## src/rtl/affine_pkg.sv

```systemverilog
// Shared types for the affine point coprocessor: FSM states,
// coefficient bank indices and the default-width coefficient bank.
package affine;

   localparam int N_DEF  = 8;
   localparam int CW_DEF = 8;
   localparam int F_DEF  = 6;

   typedef enum logic [2:0] {
      IDLE,
      M11,
      M12,
      M21,
      M22,
      DONE
   } tAffState;

   localparam logic [2:0] C_A11 = 3'd0;
   localparam logic [2:0] C_A12 = 3'd1;
   localparam logic [2:0] C_A21 = 3'd2;
   localparam logic [2:0] C_A22 = 3'd3;
   localparam logic [2:0] C_B1  = 3'd4;
   localparam logic [2:0] C_B2  = 3'd5;

   typedef struct packed {
      logic signed [CW_DEF-1:0] a11;
      logic signed [CW_DEF-1:0] a12;
      logic signed [CW_DEF-1:0] a21;
      logic signed [CW_DEF-1:0] a22;
      logic signed [N_DEF-1:0]  b1;
      logic signed [N_DEF-1:0]  b2;
   } tCoefBank;

endpackage

```

## src/rtl/affine_mac.sv

```systemverilog
// Shared multiplier/accumulator with floor shift, offset add and
// wrap, or clamp when AFFINE_SAT_EN is defined.
module affine_mac
   import affine::*;
#(
   parameter int N  = N_DEF,
   parameter int CW = CW_DEF,
   parameter int F  = F_DEF
) (
   input  logic                 clk,
   input  logic                 reset,
   input  logic                 clr,
   input  logic                 acc_en,
   input  logic signed [CW-1:0] coef,
   input  logic signed [N-1:0]  opnd,
   input  logic signed [N-1:0]  offs,
   output logic signed [N-1:0]  res,
   output logic                 sat
);

   localparam int PW = N + CW;
   localparam int AW = PW + 1;

   logic signed [PW-1:0] prod;
   logic signed [AW-1:0] acc;
   logic signed [AW-1:0] acc_nxt;

   assign prod    = PW'(coef) * PW'(opnd);
   assign acc_nxt = clr ? AW'(prod) : acc + AW'(prod);

   always_ff @(posedge clk) begin
      if (reset)
         acc <= '0;
      else if (clr || acc_en)
         acc <= acc_nxt;
   end

`ifdef AFFINE_SAT_EN
   localparam int SW = AW + 1;
   localparam logic signed [SW-1:0] MAXV =
      SW'((1 << (N - 1)) - 1);
   localparam logic signed [SW-1:0] MINV =
      SW'(-(1 << (N - 1)));

   logic signed [AW-1:0] shifted;
   logic signed [SW-1:0] sum;

   assign shifted = acc_nxt >>> F;
   assign sum     = SW'(shifted) + SW'(offs);

   always_comb begin
      res = sum[N-1:0];
      sat = 1'b0;
      if (sum > MAXV) begin
         res = MAXV[N-1:0];
         sat = 1'b1;
      end else if (sum < MINV) begin
         res = MINV[N-1:0];
         sat = 1'b1;
      end
   end
`else
   // Only the low N bits survive, so the add can run at N bits.
   assign res = N'(acc_nxt >>> F) + offs;
   assign sat = 1'b0;
`endif

endmodule

```

## src/rtl/affine_point_engine.sv

```systemverilog
// Sequential 2-D affine point engine, four MAC cycles per point.
// Define AFFINE_SAT_EN to clamp results instead of wrapping.
module affine_point_engine
   import affine::*;
#(
   parameter int N  = N_DEF,
   parameter int CW = CW_DEF,
   parameter int F  = F_DEF
) (
   input  logic                 clk,
   input  logic                 reset,
   input  logic                 coef_we,
   input  logic [2:0]           coef_addr,
   input  logic signed [CW-1:0] coef_data,
   output logic                 coef_err,
   input  logic                 in_valid,
   output logic                 in_ready,
   input  logic signed [N-1:0]  in_x,
   input  logic signed [N-1:0]  in_y,
   output logic                 out_valid,
   input  logic                 out_ready,
   output logic signed [N-1:0]  out_x,
   output logic signed [N-1:0]  out_y,
   output logic                 out_sat
);

   typedef struct packed {
      logic signed [CW-1:0] a11;
      logic signed [CW-1:0] a12;
      logic signed [CW-1:0] a21;
      logic signed [CW-1:0] a22;
      logic signed [N-1:0]  b1;
      logic signed [N-1:0]  b2;
   } coef_bank_t;

   tAffState   state;
   tAffState   state_nxt;
   coef_bank_t coef;

   logic signed [N-1:0]  x_q;
   logic signed [N-1:0]  y_q;
   logic                 sat_x;
   logic                 sat_q;
   logic                 accept;
   logic                 wr_ok;
   logic                 mac_clr;
   logic                 mac_acc;
   logic signed [CW-1:0] mac_coef;
   logic signed [N-1:0]  mac_opnd;
   logic signed [N-1:0]  mac_offs;
   logic signed [N-1:0]  mac_res;
   logic                 mac_sat;

   assign accept  = (state == IDLE) && in_valid;
   assign wr_ok   = coef_we && (state == IDLE) && !in_valid;
   assign out_sat = sat_q;

   always_ff @(posedge clk) begin
      if (reset)
         state <= IDLE;
      else
         state <= state_nxt;
   end

   always_comb begin
      state_nxt = state;
      in_ready  = 1'b0;
      out_valid = 1'b0;
      mac_clr   = 1'b0;
      mac_acc   = 1'b0;
      mac_coef  = coef.a11;
      mac_opnd  = x_q;
      mac_offs  = coef.b1;
      unique case (state)
         IDLE: begin
            in_ready = 1'b1;
            if (in_valid)
               state_nxt = M11;
         end
         M11: begin
            mac_clr   = 1'b1;
            state_nxt = M12;
         end
         M12: begin
            mac_acc   = 1'b1;
            mac_coef  = coef.a12;
            mac_opnd  = y_q;
            state_nxt = M21;
         end
         M21: begin
            mac_clr   = 1'b1;
            mac_coef  = coef.a21;
            state_nxt = M22;
         end
         M22: begin
            mac_acc   = 1'b1;
            mac_coef  = coef.a22;
            mac_opnd  = y_q;
            mac_offs  = coef.b2;
            state_nxt = DONE;
         end
         DONE: begin
            out_valid = 1'b1;
            if (out_ready)
               state_nxt = IDLE;
         end
         default: state_nxt = IDLE;
      endcase
   end

   always_ff @(posedge clk) begin
      if (reset) begin
         x_q   <= '0;
         y_q   <= '0;
         out_x <= '0;
         out_y <= '0;
         sat_x <= 1'b0;
         sat_q <= 1'b0;
      end else begin
         if (accept) begin
            x_q <= in_x;
            y_q <= in_y;
         end
         if (state == M12) begin
            out_x <= mac_res;
            sat_x <= mac_sat;
         end
         if (state == M22) begin
            out_y <= mac_res;
            sat_q <= sat_x | mac_sat;
         end
      end
   end

   // Writes only land while idle with no point arriving.
   always_ff @(posedge clk) begin
      if (reset) begin
         coef.a11 <= CW'(1 << F);
         coef.a12 <= '0;
         coef.a21 <= '0;
         coef.a22 <= CW'(1 << F);
         coef.b1  <= '0;
         coef.b2  <= '0;
         coef_err <= 1'b0;
      end else begin
         coef_err <= coef_we && !wr_ok && (coef_addr < 3'd6);
         if (wr_ok) begin
            unique case (1'b1)
               coef_addr == C_A11: coef.a11 <= coef_data;
               coef_addr == C_A12: coef.a12 <= coef_data;
               coef_addr == C_A21: coef.a21 <= coef_data;
               coef_addr == C_A22: coef.a22 <= coef_data;
               coef_addr == C_B1:  coef.b1  <= N'(coef_data);
               coef_addr == C_B2:  coef.b2  <= N'(coef_data);
               default: ;
            endcase
         end
      end
   end

   affine_mac #(
      .N  (N),
      .CW (CW),
      .F  (F)
   ) u_mac (
      .clk    (clk),
      .reset  (reset),
      .clr    (mac_clr),
      .acc_en (mac_acc),
      .coef   (mac_coef),
      .opnd   (mac_opnd),
      .offs   (mac_offs),
      .res    (mac_res),
      .sat    (mac_sat)
   );

endmodule

```

## config.mk

```make
export PLATFORM = sky130hd
export DESIGN_NAME = affine_point_engine
export DESIGN_NICKNAME = d
export VERILOG_FILES = /design/src/rtl/affine_pkg.sv /design/src/rtl/affine_mac.sv /design/src/rtl/affine_point_engine.sv
export SDC_FILE = /design/constraint.sdc
export NUM_CORES = 1
export LEC_CHECK = 0
export CORE_ASPECT_RATIO = 1.5
export CORE_MARGIN = 5
export CORE_UTILIZATION = 55
export DETAILED_ROUTE_END_ITERATION = 12
export GPL_ROUTABILITY_DRIVEN = 0
export GPL_TIMING_DRIVEN = 1
export HOLD_SLACK_MARGIN = 0.05
export PLACE_DENSITY_LB_ADDON = 0.3
export SYNTH_ARGS = -nofsm -noshare
export SYNTH_HDL_FRONTEND = slang
export SYNTH_SLANG_ARGS = --single-unit
```

## constraint.sdc

```tcl
create_clock -name clk -period 9.5 [get_ports clk]
set_input_delay 1.9 -clock clk [delete_from_list [all_inputs] [get_ports clk]]
set_output_delay 1.9 -clock clk [all_outputs]
set_load 0.01 [all_outputs]
```

==> results of run 1 <==
## power groups by stage
stage | sequential [mW] | combinational (mW) | clock, mW
floorplan | 0.465 | 0.500 | 0
global placement | 0.473 | 0.641 | 0
detailed placement | 0.473 | 0.655 | 0
CTS | 0.464 | 0.661 | 0.384
global route | 0.468 | 0.739 | 0.401
finish | 0.464 | 0.659 | 0.379
## cells in the final DEF (no fill, tap or decap), types with 7 or more instances in the layout
cell and count:
a211oi_1 13, a21oi_1 64, buf_4 8, clkbuf_16 9, clkdlybuf4s50_1 49, dfxtp_1 98
fa_1 50, ha_1 47, inv_1 93, mux2i_1 66, nand2_1 100, nor2_1 153
nor3_1 7, o21ai_0 22, or2_2 11, xnor2_1 24
## kinds of logic after synthesis
family / count (synthesis) / share of synthesized area (%)
flops: 98 / 26.95
compound gates: 149 / 13.06
mux: 67 / 9.228
simple gates: 303 / 17.39
fa+ha+maj: 97 / 21.83
buf+inv: 126 / 6.822
other cells: 1 / 0.05151
xor+xnor: 33 / 4.674
## per-stage QoR
stage	power (mW)	hold slack (ns)	std cells	worst slack, ns	cell area [um^2]
5_1_grt	1.608	0.4733	1074	0.5220	8192
3_5_place_dp	1.128	0.4467	1058	1.244	7888
4_1_cts	1.510	0.4569	1074	1.214	8192
2_1_floorplan	0.9647	0.4276	874	2.037	7281
3_3_place_gp	1.114	0.4366	1058	1.460	7888
6_report	1.502	0.4550	1074	1.146	8192
## final cells by class
type | instances | area [um^2] | area share, %
clock inverters | 6 | 75.07 | 0.9164
clock buffers | 10 | 229.0 | 2.795
well taps | 159 | 198.9 | 2.429
repair buffers | 58 | 555.5 | 6.782
inverters | 93 | 349.1 | 4.261
multi-input cells | 650 | 4822 | 58.87
flip-flops and latches | 98 | 1962 | 23.95
## state kept, by name, indices dropped and copies added, names as in the netlist
name	count
coef_err	1
out_x	8
x_q	8
y_q	8
state	3
coef	48
u_mac.acc	14
out_y	8
## routing by layer
metal | wire, um | GRT usage, % | vias to the layer above
li1 | - | - | 2941
met1 | 6863 | 24.71 | 2842
met2 | 8578 | 39.05 | 100
met3 | 428 | 2.687 | 43
met4 | 641 | 9.786 | 0
met5 | 0 | 0 | -
## worst min-delay path: cells and delay by family, from the launching register on
family / cells / cell delay (ns)
AOI/OAI and AO/OA: 1 / 0.05
DFF: 1 / 0.31
and+or+nand+nor: 1 / 0.05
## final timing paths
check | end | slack, ns | cells past startpoint | from
max reg2reg | out_y[7]$_SDFFE_PP0N_ | 1.15 | 32 | state[0]$_SDFFE_PP0P_
max | out_y[7]$_SDFFE_PP0N_ | 1.15 | 32 | state[0]$_SDFFE_PP0P_
min | x_q[3]$_SDFFE_PP0P_ | 0.46 | 2 | x_q[3]$_SDFFE_PP0P_
min reg2reg | x_q[3]$_SDFFE_PP0P_ | 0.46 | 2 | x_q[3]$_SDFFE_PP0P_
==> reports/metrics.cfg, run 1 <==
[finish]
post-route-util_pct = 62.93
diodes = 0
fillers = 1155
final_nets = 1039
syn_to_final_growth_pct = 12.51
drive_above_1_share_pct = 5.355

[drt]
ant_nets = 0
via_per_inst = 5.518
wl_per_cell_um = 15.37
drc = 0
num_vias = 5926
drt_first_pass_iters = 5
routed_wirelength_um = 16510
first_iter_violations = 327

[cts]
clockBufferDepth = 2
clock-sinks = 98
postCtsHoldBufs = 0
ctsResizeCount = 0
cts_tree = built
cts-buffers-inserted = 9
root_buffer = clkbuf_16
post_cts_buffers = 0
insertion_delay_ns = 0.35
clk_pin_slew_ns = 0.07
htreeDepth = 3

[logic_synthesis]
synth_area_um2 = 7281
synth.area.top_cells = dfxtp_1 (27%), fa_1 (14%), mux2i_1 (9.1%)
syn_nets = 1003
yosysTopAreaCell = dfxtp_1
synth_cells = 874
synth.distinct_cells = 67
yosysMostFrequentCell = nor2_1
yosysWarnings = 0
ys_dominant_reg_cell = dfxtp_1
synth_top_area_share_pct = 26.95
async_flop_share_pct = 0
synth_common_cells = nor2_1 (153), nand2_1 (100), dfxtp_1 (98), inv_1 (93), mux2i_1 (66)
synth_edf_count = 0
synth_seq_cells = 98
avgSynthCellArea_um2 = 8.330
synth-seq-area-share_pct = 26.95

[floorplan]
start_util_pct = 55.93
core-area_um2 = 13020
die_h_um = 150.9
std_cell_rows = 51
die-area_um2 = 15690
dieWidth_um = 103.9
io_pins = 52

[sta]
relSlewSlack_pct = 34.06
final_hold_viol_count = 0
setup-violations-final = 0
period_needed_ns = 8.354
maxSlewViolCount = 0
worst_pin_slew_ns = 0.9891
setup_tns_ns = 0
rsz0062_at_grt = false
fin_crit_sh_pct = 87.94
skew_ns = 0.01315
fmax_ghz = 0.1197

[power_and_ir_drop]
p_per_area_nw_per_um2 = 183.4
internal_power_mw = 0.9213
pwr-share-clk_pct = 25.2
switchingPower_mw = 0.5810
leakagePower_nw = 3.650
pwr-share-seq_pct = 30.9
sw_frac_of_total_pct = 38.67
vdd_drop_max_v = 0.0001234
share_comb_of_total_power_pct = 43.9

[setup_path]
critPathCaptureType = register
arrival_ns = 8.60
crit_family = adder cells
path_buf_inv = 4
worst_path_largest_cell_delay_ns = 0.58
worst_setup_path_start_kind = register
slowest_stage = a21oi_1
crit_fanout = 19
worstSetupPathType = register to register
cp.required_ns = 9.75

[global_routing]
track_usage_pct = 21.32
grt_max_degree = 99
antenna_found_initial = 0
grt_pass1_vias = 5938
grt_pass1_wl_um = 27540
grt-ovfl-total = 0

[worst_hold_path]
hp-class = register to register

[place]
port-buffer-count = 50
dpl.hpwl_um = 12630

[flow_run]
maxCapViolations = 0

[outcome]
status = finished, final reports clean

(Power assumes the default switching activity.)
==> run 2, diff against run 1 <==
Settings changed: ABC_AREA from default to 1, CORE_MARGIN 5 to 4.
==> reports/metrics.cfg, run 2 <==
[outcome]
status = finished, final reports clean

[sta]
layout_setup_ws_ns = 1.222  ; +0.07687 ns
rsz0062_at_grt = false
setup-violations-final = 0  ; unchanged
final_hold_viol_count = 0  ; unchanged
relSlewSlack_pct = 34.00  ; -0.056 points
setup_tns_ns = 0  ; unchanged
skew_ns = 0.01128  ; -0.001864 ns
whs_ns = 0.4618  ; +0.006798 ns
fmax_ghz = 0.1208  ; +0.93%
period_needed_ns = 8.278  ; -0.07687 ns
fin_crit_sh_pct = 87.13  ; -0.81 points
maxSlewViolCount = 0  ; unchanged
worst_pin_slew_ns = 0.9863  ; -0.002802 ns

[cts]
ctsResizeCount = 0  ; unchanged
root_buffer = clkbuf_16
htreeDepth = 3  ; unchanged
clock-sinks = 98  ; unchanged
post_cts_buffers = 0  ; unchanged
cts-buffers-inserted = 9  ; unchanged
clockBufferDepth = 2  ; unchanged
clk_pin_slew_ns = 0.08  ; about the same
cts_tree = built
postCtsHoldBufs = 0  ; unchanged
insertion_delay_ns = 0.35  ; about the same

[setup_path]
arrival_ns = 8.58  ; -0.02 ns
worst_path_largest_cell_delay_ns = 0.55  ; -0.03 ns
crit_fanout = 18  ; -1
slowest_stage = dfxtp_1
r2r_cells = 34  ; +6.3%
cpMostUsedCell = inv_1
worstReg2RegStart = state[2]$_SDFFE_PP0P_
timing.rr.end = out_y[6]$_SDFFE_PP0N_
worstSetupPathType = register to register
critPathCaptureType = register
worst_setup_path_start_kind = register
ff2ff_setup_slack_ns = 1.22  ; +0.08 ns
cp.required_ns = 9.80  ; +0.05 ns

[drt]
drc = 0  ; unchanged
drt_first_pass_iters = 5  ; unchanged
via_per_inst = 5.371  ; -2.7%
num_vias = 6612  ; +12%
wl_per_cell_um = 15.33  ; -0.27%
first_iter_violations = 406  ; +24%
routed_wirelength_um = 18870  ; +14%
ant_nets = 0  ; unchanged

[global_routing]
antenna_found_initial = 0  ; unchanged
grt-ovfl-total = 0  ; unchanged
track_usage_pct = 26.03  ; +4.7 points
grt_pass1_vias = 6455  ; +8.7%
grt_max_degree = 67  ; -32%
grt_pass1_wl_um = 31210  ; +13%

[finish]
largest_reg_flops = 48  ; unchanged
final_cell_area_um2 = 8205  ; +0.17%
diodes = 0  ; unchanged
syn_to_final_growth_pct = 11.93
regMostFlops = coef
stdcell_count = 1231  ; +15%
reg_top3 = coef x48, u_mac.acc x14
drive_above_1_share_pct = 4.944  ; -0.41 points
final_cell_mix = inv_1 (175), nor2_1 (172), nand2_1 (165), dfxtp_1 (98), o21ai_0 (96)
final_nets = 1196  ; +15%
mostFrequentLayoutCell = inv_1
post-route-util_pct = 63.03  ; +0.11 points

[floorplan]
io_pins = 52  ; unchanged
core-area_um2 = 13020  ; unchanged
dieWidth_um = 102.3  ; -1.6%
std_cell_rows = 51  ; unchanged
die_h_um = 149.4  ; -1.0%
start_util_pct = 56.31  ; +0.38 points
die-area_um2 = 15280  ; -2.6%

[power_and_ir_drop]
total_power_mw = 2.120  ; +41%
vdd_drop_max_v = 0.0001681  ; +36%
p_per_area_nw_per_um2 = 258.4  ; +41%
leakagePower_nw = 4.003  ; +9.7%

[logic_synthesis]
synth_edf_count = 0  ; unchanged
synth_seq_cells = 98  ; unchanged
yosysMostFrequentCell = inv_1
synth-seq-area-share_pct = 26.76  ; -0.18 points
async_flop_share_pct = 0  ; unchanged
synth_cells = 1031  ; +18%
synth.area.top_cells = dfxtp_1 (27%), fa_1 (14%), inv_1 (9.0%)
avgSynthCellArea_um2 = 7.110  ; -15%
yosysWarnings = 0  ; unchanged
synth.distinct_cells = 44  ; -34%
synth_top_area_share_pct = 26.76  ; -0.18 points
syn_nets = 1160  ; +16%
ys_dominant_reg_cell = dfxtp_1
yosysTopAreaCell = dfxtp_1
synth_area_um2 = 7331  ; +0.69%
synth_common_cells = inv_1 (175), nor2_1 (172), nand2_1 (165), dfxtp_1 (98), o21ai_0 (96)

[worst_hold_path]
hp-class = register to register
worstHoldStart = y_q[0]$_SDFFE_PP0P_
hold_depth = 2  ; unchanged
min_to = y_q[0]$_SDFFE_PP0P_

[flow_run]
maxCapViolations = 0  ; unchanged

[place]
post-place-cells = 1215  ; +15%
dpl.hpwl_um = 14500  ; +15%
port-buffer-count = 50  ; unchanged
placed_area_um2 = 7908  ; +0.25%
dp_slack_ns = 1.393  ; +0.1494 ns

run 2: cell count changes after synthesis, moves of 5 or more:
cell,delta
inv_1,+82
o21ai_0,+74
mux2i_1,-66
nand2_1,+65
nand3_1,+43
nor2_1,+19
xnor2_1,-16
a211oi_1,-12
a21oi_1,-9
nand2_4,+8
nand2_2,+7
or2_2,-6
a21o_1,-5
nand4_1,+5
run 2: worst max path at each step:
| stage | endpoint | start | cells past startpoint | slack (ns) |
|---|---|---|---|---|
| after global placement | out_x[6]$_SDFFE_PP0N_ | state[2]$_SDFFE_PP0P_ | 34 | 1.58 |
| after global routing | out_y[7]$_SDFFE_PP0N_ | state[2]$_SDFFE_PP0P_ | 40 | 0.50 |
| after detailed placement | out_y[6]$_SDFFE_PP0N_ | state[2]$_SDFFE_PP0P_ | 34 | 1.39 |
| after floorplan | out_y[7]$_SDFFE_PP0N_ | state[1]$_SDFFE_PP0P_ | 42 | 2.43 |
| after CTS | out_y[6]$_SDFFE_PP0N_ | state[2]$_SDFFE_PP0P_ | 34 | 1.30 |
| final | out_y[6]$_SDFFE_PP0N_ | state[2]$_SDFFE_PP0P_ | 34 | 1.22 |
run 2: layer usage:
metal  track usage (%)  vias up  wire (um)
li1                  -     3309          -
met1             31.75     3075       7581
met2             46.45      183       9917
met3             2.995       45        775
met4             9.455        0        600
met5                 0        -          0
run 2: critical path, delay by kind of cell (launching register included):
| kind | cells | cell delay [ns] |
|---|---|---|
| compound gates | 8 | 1.83 |
| simple gates | 9 | 1.26 |
| xor+xnor | 2 | 0.48 |
| buf+inv | 8 | 1.03 |
| fa+ha+maj | 7 | 3.07 |
| flops | 1 | 0.55 |
run 2: power by group:
part	switching [mW]	internal [mW]
logic	0.800	0.457
registers	0.0340	0.459
clock network	0.185	0.186
total	1.02	1.10
run 2: layout make-up:
cell class	count	area (um^2)
clock inverter	7	72.57
clock buffer	9	225.2
sequential	98	1962
fill	1208	4812
timing repair buffer	53	523.0
tap	159	198.9
multi-input combinational	723	4541
inverter	182	683.2
run 2: cells by family (layout without fill, tap and decap cells):
| logic type | Yosys count | in the layout | synth area share [%] |
|---|---|---|---|
| compound gates | 176 | 176 | 12.77 |
| xor+xnor | 17 | 17 | 2.031 |
| fa+ha+maj | 97 | 97 | 21.68 |
| buf+inv | 210 | 251 | 11.30 |
| flops | 98 | 98 | 26.76 |
| other cells | 1 | 1 | 0.05115 |
| simple gates | 432 | 432 | 25.41 |
==> run 3, diff against run 2 <==
Settings changed: ABC_CLOCK_PERIOD_IN_PS from default to 9500.
==> results of run 3 <==
Same layout as run 2: the final DEF is identical, and so are final timing and power.
